$ cat config.mk
export PLATFORM = sky130hd
export DESIGN_NAME = mem_stage_ctrl
export DESIGN_NICKNAME = d
export VERILOG_FILES = /design/src/rtl/mem_stage_ctrl.sv
export SDC_FILE = /design/constraint.sdc
export NUM_CORES = 1
export LEC_CHECK = 0
export CAP_MARGIN = 10
export CELL_PAD_IN_SITES_DETAIL_PLACEMENT = 1
export CELL_PAD_IN_SITES_GLOBAL_PLACEMENT = 2
export CORE_UTILIZATION = 22
export CTS_CLUSTER_SIZE = 14
export DETAILED_ROUTE_END_ITERATION = 6
export PLACE_DENSITY = 0.86
export SLEW_MARGIN = 20
export SYNTH_ARGS = -nofsm -noshare
export SYNTH_HDL_FRONTEND = slang
export SYNTH_SLANG_ARGS = --single-unit
$ cat constraint.sdc
create_clock -name CLK -period 3.84 [get_ports CLK]
set_input_delay 0.768 -clock CLK [delete_from_list [all_inputs] [get_ports CLK]]
set_output_delay 0.768 -clock CLK [all_outputs]
set_load 0.02 [all_outputs]
$ cat src/rtl/mem_stage_ctrl.sv
// mem_stage_ctrl: memory-stage controller and MEM/WB pipeline register.
//
// Takes the M-stage control/data bundle from the EX/MEM register and performs
// loads and stores against data memory. The request side is a valid/ready
// handshake, and load data returns later on a response-valid strobe. StallM holds
// the upstream stages while an access is pending. The W-stage bundle is
// registered on every edge, and a bubble is inserted while stalled.
//
// Ports:
//   CLK, RESET            clock; synchronous active-high reset
//   PCSrcM .. WA3M        M-stage control and data inputs
//   MemReqValid/Ready     request handshake; MemAddr/MemWData/MemWE request fields
//   MemRespValid/MemRData load response
//   StallM                hold F/D/E/M this cycle
//   PCSrcW .. WA3W        registered W-stage bundle
//   MemErr                sticky load-timeout flag, cleared only by RESET
module mem_stage_ctrl #(
   parameter int unsigned TIMEOUT = 255
) (
   input  logic        CLK,
   input  logic        RESET,
   input  logic        PCSrcM,
   input  logic        RegWriteM,
   input  logic        MemtoRegM,
   input  logic        MemWriteM,
   input  logic [31:0] ALUResultM,
   input  logic [31:0] WriteDataM,
   input  logic [3:0]  WA3M,
   output logic        MemReqValid,
   input  logic        MemReqReady,
   output logic [31:0] MemAddr,
   output logic [31:0] MemWData,
   output logic        MemWE,
   input  logic        MemRespValid,
   input  logic [31:0] MemRData,
   output logic        StallM,
   output logic        PCSrcW,
   output logic        RegWriteW,
   output logic        MemtoRegW,
   output logic [31:0] ReadDataW,
   output logic [31:0] ALUOutW,
   output logic [3:0]  WA3W,
   output logic        MemErr
);

   typedef enum logic [0:0] {StIdle, StResp} state_e;

   // Last RESP cycle count before a silent load is abandoned.
   localparam logic [15:0] CntLast = 16'(TIMEOUT - 1);

   state_e      state_q, state_d;
   logic [15:0] cnt_q, cnt_d;

   logic access;
   logic is_load;
   logic resp_ok;
   logic timeout_hit;
   logic complete;

   // A store that is also flagged as a load is handled as a store.
   assign access      = MemtoRegM | MemWriteM;
   assign is_load     = MemtoRegM & ~MemWriteM;
   assign resp_ok     = (state_q == StResp) && MemRespValid;
   // A response in the final cycle takes priority over the abort.
   assign timeout_hit = (state_q == StResp) && !MemRespValid && (cnt_q == CntLast);

   // State register
   always_ff @(posedge CLK) begin
      if (RESET) begin
         state_q <= StIdle;
         cnt_q   <= '0;
      end else begin
         state_q <= state_d;
         cnt_q   <= cnt_d;
      end
   end

   // Next-state logic
   always_comb begin
      state_d = state_q;
      cnt_d   = cnt_q;
      case (state_q)
         StIdle: begin
            if (access && is_load && MemReqReady) begin
               state_d = StResp;
               cnt_d   = '0;
            end
         end
         StResp: begin
            if (resp_ok || timeout_hit) begin
               state_d = StIdle;
            end else begin
               cnt_d = cnt_q + 16'd1;
            end
         end
         default: state_d = StIdle;
      endcase
   end

   // Output logic
   always_comb begin
      complete    = 1'b0;
      MemReqValid = 1'b0;
      StallM      = 1'b0;
      case (state_q)
         StIdle: begin
            // Loads never finish in IDLE; they must pass through RESP.
            complete    = !access || (MemWriteM && MemReqReady);
            MemReqValid = access;
         end
         StResp: begin
            complete = resp_ok || timeout_hit;
         end
         default: complete = 1'b0;
      endcase
      StallM = !complete;
      if (RESET) begin
         MemReqValid = 1'b0;
         StallM      = 1'b0;
      end
   end

   // Request fields are driven straight from the M bundle. StallM freezes the M
   // bundle, so these fields stay stable while a request waits for ready.
   assign MemAddr  = ALUResultM;
   assign MemWData = WriteDataM;
   assign MemWE    = MemWriteM;

   // MEM/WB register
   always_ff @(posedge CLK) begin
      if (RESET) begin
         PCSrcW    <= 1'b0;
         RegWriteW <= 1'b0;
         MemtoRegW <= 1'b0;
         ReadDataW <= '0;
         ALUOutW   <= '0;
         WA3W      <= '0;
         MemErr    <= 1'b0;
      end else if (complete) begin
         PCSrcW    <= PCSrcM;
         RegWriteW <= RegWriteM;
         MemtoRegW <= MemtoRegM;
         ALUOutW   <= ALUResultM;
         WA3W      <= WA3M;
         if (resp_ok) begin
            ReadDataW <= MemRData;
         end else if (timeout_hit) begin
            ReadDataW <= '0;
            MemErr    <= 1'b1;
         end
      end else begin
         // Bubble: kill side-effecting flags and hold the data fields.
         PCSrcW    <= 1'b0;
         RegWriteW <= 1'b0;
         MemtoRegW <= 1'b0;
      end
   end

endmodule

==> results_dict.tcl <==
set metrics [dict create \
    status "finished, final reports clean" \
    final_cells 888 \
    finalSetupViolCount 0 \
    synthCells 520 \
    fin_skew_ns 0.0119 \
    final_area_mm2 0.00628 \
    yosys.area.top_type "dfxtp_1" \
    dieHeight_um 144 \
    synthDistinctLibCells 47 \
    wl_um 13200 \
    min_period_over_period_pct 85.0 \
    detail_route.first_pass.iterations 4 \
    antenna_found_initial 0 \
    antennaDiodeCount 0 \
    drive_above_1_share_pct 5.30 \
    synth.net_count 630 \
    fmax_mhz 306 \
    yosysMostFrequentCell "nand2_1" \
    cts-resized-gates 0 \
    critical_path.cell_chain "clkdlybuf4s50_1 > o21bai_1 > a21oi_1 > a21oi_4 > nor2_1 > clkdlybuf4s50_1" \
    syn_to_final_growth_pct 42.5 \
    synth_top_area_share_pct 40.4 \
    viasPerCell 4.48 \
    cp-start-kind "input pin" \
    cts_sinks 89 \
    dieArea_mm2 0.0206 \
    crit_arrival_ns 2.50 \
    clkLatencyLatePin_ns 0.34 \
    ys_seq_elements 89 \
    hp-class "reg -> reg" \
    relSlewSlack_pct 54.9 \
    synthFlopType "dfxtp_1" \
    io_buffer_count 182 \
    worstReg2RegStart "cnt_q[0]$_SDFFE_PP0P_" \
    synthTopCellsByArea "dfxtp_1, buf_4, nand2_1" \
    crit_slowest_cell "clkdlybuf4s50_1" \
    crit_top_cell "clkdlybuf4s50_1" \
    async_reset_ff_share_pct 0 \
    setup-tns-final_ns 0 \
    grt_use_total_pct 12.6 \
    clk_pin_slew_ns 0.07 \
    ir_drop_mv 0.171 \
    synth_common_cells "nand2_1, dfxtp_1, buf_4, o211ai_1, a21oi_1" \
    vias 3974 \
    tritoncts "yes" \
    hold_viol_final 0 \
    ios 247 \
    die_x_um 144 \
    reg2regPathDepth 7 \
    rows 51 \
    yosysSeqAreaShare_pct 40.4 \
    r2r_end "ALUOutW[31]$_SDFFE_PP0P_" \
    post-cts-setup-buffers 0 \
    synth_area_mm2 0.00441 \
    power_leakage_nw 2.21 \
    placedCellCount 872 \
    dpl_cell_area_mm2 0.00596 \
    cts_hold_buf 0 \
    grt_pass1_wl_um 20500 \
    cp.required_ns 3.07 \
    grt_max_degree 43 \
    worstSetupEndpointType "output port" \
    layout.nets 728 \
    finalMaxSlewViolations 0 \
    cts_buffer_depth 2 \
    post-dp-hpwl_um 9330 \
    drtAntennaViolNets 0 \
    max_cap_violations 0 \
    crit_end "StallM" \
    cts_buffers 9 \
    yosys_warnings 0 \
    startpoint "MemWriteM" \
    min_period_ns 3.26 \
    rsz0062_at_grt "no" \
    root_buffer "clkbuf_16" \
    start_util_pct 22.6 \
    drc_errors 0 \
    critical-path-max-stage-delay_ns 0.65 \
    overflow 0 \
    ff2ff_setup_slack_ns 1.63 \
    avgSynthCellArea_um2 8.47 \
    worstPathMaxFanout 4 \
    fp.coreArea_mm2 0.0195 \
    cts_max_level 3 \
    p_per_area_mw_per_mm2 369 \
    grt_pass1_vias 3982 \
    path_class "in -> out" \
    tightest_slew_ns 0.677 \
    routabilityCongestion 0.721 \
    synth_edf_count 0 \
    drtIter0Drc 141 \
    wl_per_cell_um 14.9 \
]
==> per-layer routing <==
layer	wire length (um)	vias up	global-route usage, %
met5	0	-	0
met4	131	0	3.92
met3	588	8	2.67
met2	6760	73	22.0
met1	5770	1947	15.5
li1	-	1946	-
==> worst min path at each step <==
| stage | to | cells past startpoint | start | slack, ns |
|---|---|---|---|---|
| 2_1_floorplan | cnt_q[15]$_SDFFE_PP0P_ | 2 | cnt_q[15]$_SDFFE_PP0P_ | 0.47 |
| 3_3_place_gp | WA3W[2]$_SDFFE_PP0P_ | 2 | WA3W[2]$_SDFFE_PP0P_ | 0.44 |
| 3_5_place_dp | ALUOutW[28]$_SDFFE_PP0P_ | 2 | ALUOutW[28]$_SDFFE_PP0P_ | 0.45 |
| 4_1_cts | WA3W[0]$_SDFFE_PP0P_ | 2 | WA3W[0]$_SDFFE_PP0P_ | 0.46 |
| 5_1_grt | ALUOutW[27]$_SDFFE_PP0P_ | 2 | ALUOutW[27]$_SDFFE_PP0P_ | 0.47 |
| 6_report | WA3W[0]$_SDFFE_PP0P_ | 2 | WA3W[0]$_SDFFE_PP0P_ | 0.45 |
==> cells in the final DEF, fill, tap and decap left out, types with 7 or more instances in the layout <==
cell,n
clkdlybuf4s50_1,181
nand2_1,116
dfxtp_1,89
o211ai_1,42
a21oi_1,38
mux2i_1,36
buf_4,11
nor2_1,9
clkbuf_16,9
o21ai_0,8
nand4_1,7
==> critical path: cells and delay by family <==
kind / cells / cell delay, ns
buffers and inverters: 2 / 1.17
AND/OR/NAND/NOR: 1 / 0.10
AO/OA/AOI/OAI: 3 / 0.45
==> sequential cells by signal (all words and copies together) (netlist names) <==
signal     cells
ReadDataW     32
MemErr         1
PCSrcW         1
MemtoRegW      1
ALUOutW       32
WA3W           4
cnt_q         16
RegWriteW      1
state_q        1
==> per-stage QoR <==
step / util [%] / setup WS [ns] / hold WS (ns) / power [mW]
floorplan: - / 1.35 / 0.469 / 1.26
global placement: 30.5 / 0.587 / 0.442 / 1.40
detailed placement: 30.5 / 0.565 / 0.449 / 1.41
CTS: 32.2 / 0.560 / 0.459 / 2.36
global route: 32.2 / 0.498 / 0.473 / 2.42
finish: 32.2 / 0.576 / 0.453 / 2.32
==> area by class of cell <==
class / count / area, um^2
Timing Repair Buffer: 193 / 1900
Fill cell: 2314 / 13200
Clock inverter: 3 / 47.5
Sequential cell: 89 / 1780
Multi-Input combinational cell: 319 / 1930
Inverter: 6 / 22.5
Tap cell: 265 / 332
Clock buffer: 13 / 270
==> report_power, final <==
part	internal (mW)	switching, mW	total (mW)
Clock	0.561	0.375	0.936
Combinational	0.204	0.196	0.400
Sequential	0.961	0.0191	0.980
==> cell families (layout without fill, tap and decap cells) <==
kind of cell,after synthesis,count (layout),synth area share [%]
AND/OR/NAND/NOR,170,170,18.1
buffers and inverters,112,215,15.8
AO/OA/AOI/OAI,111,111,16.8
flip-flops,89,89,40.4
multiplexers,36,36,8.18
adder cells (fa/ha/maj),2,2,0.568
No activity file was read; power rests on OpenSTA's default activity.
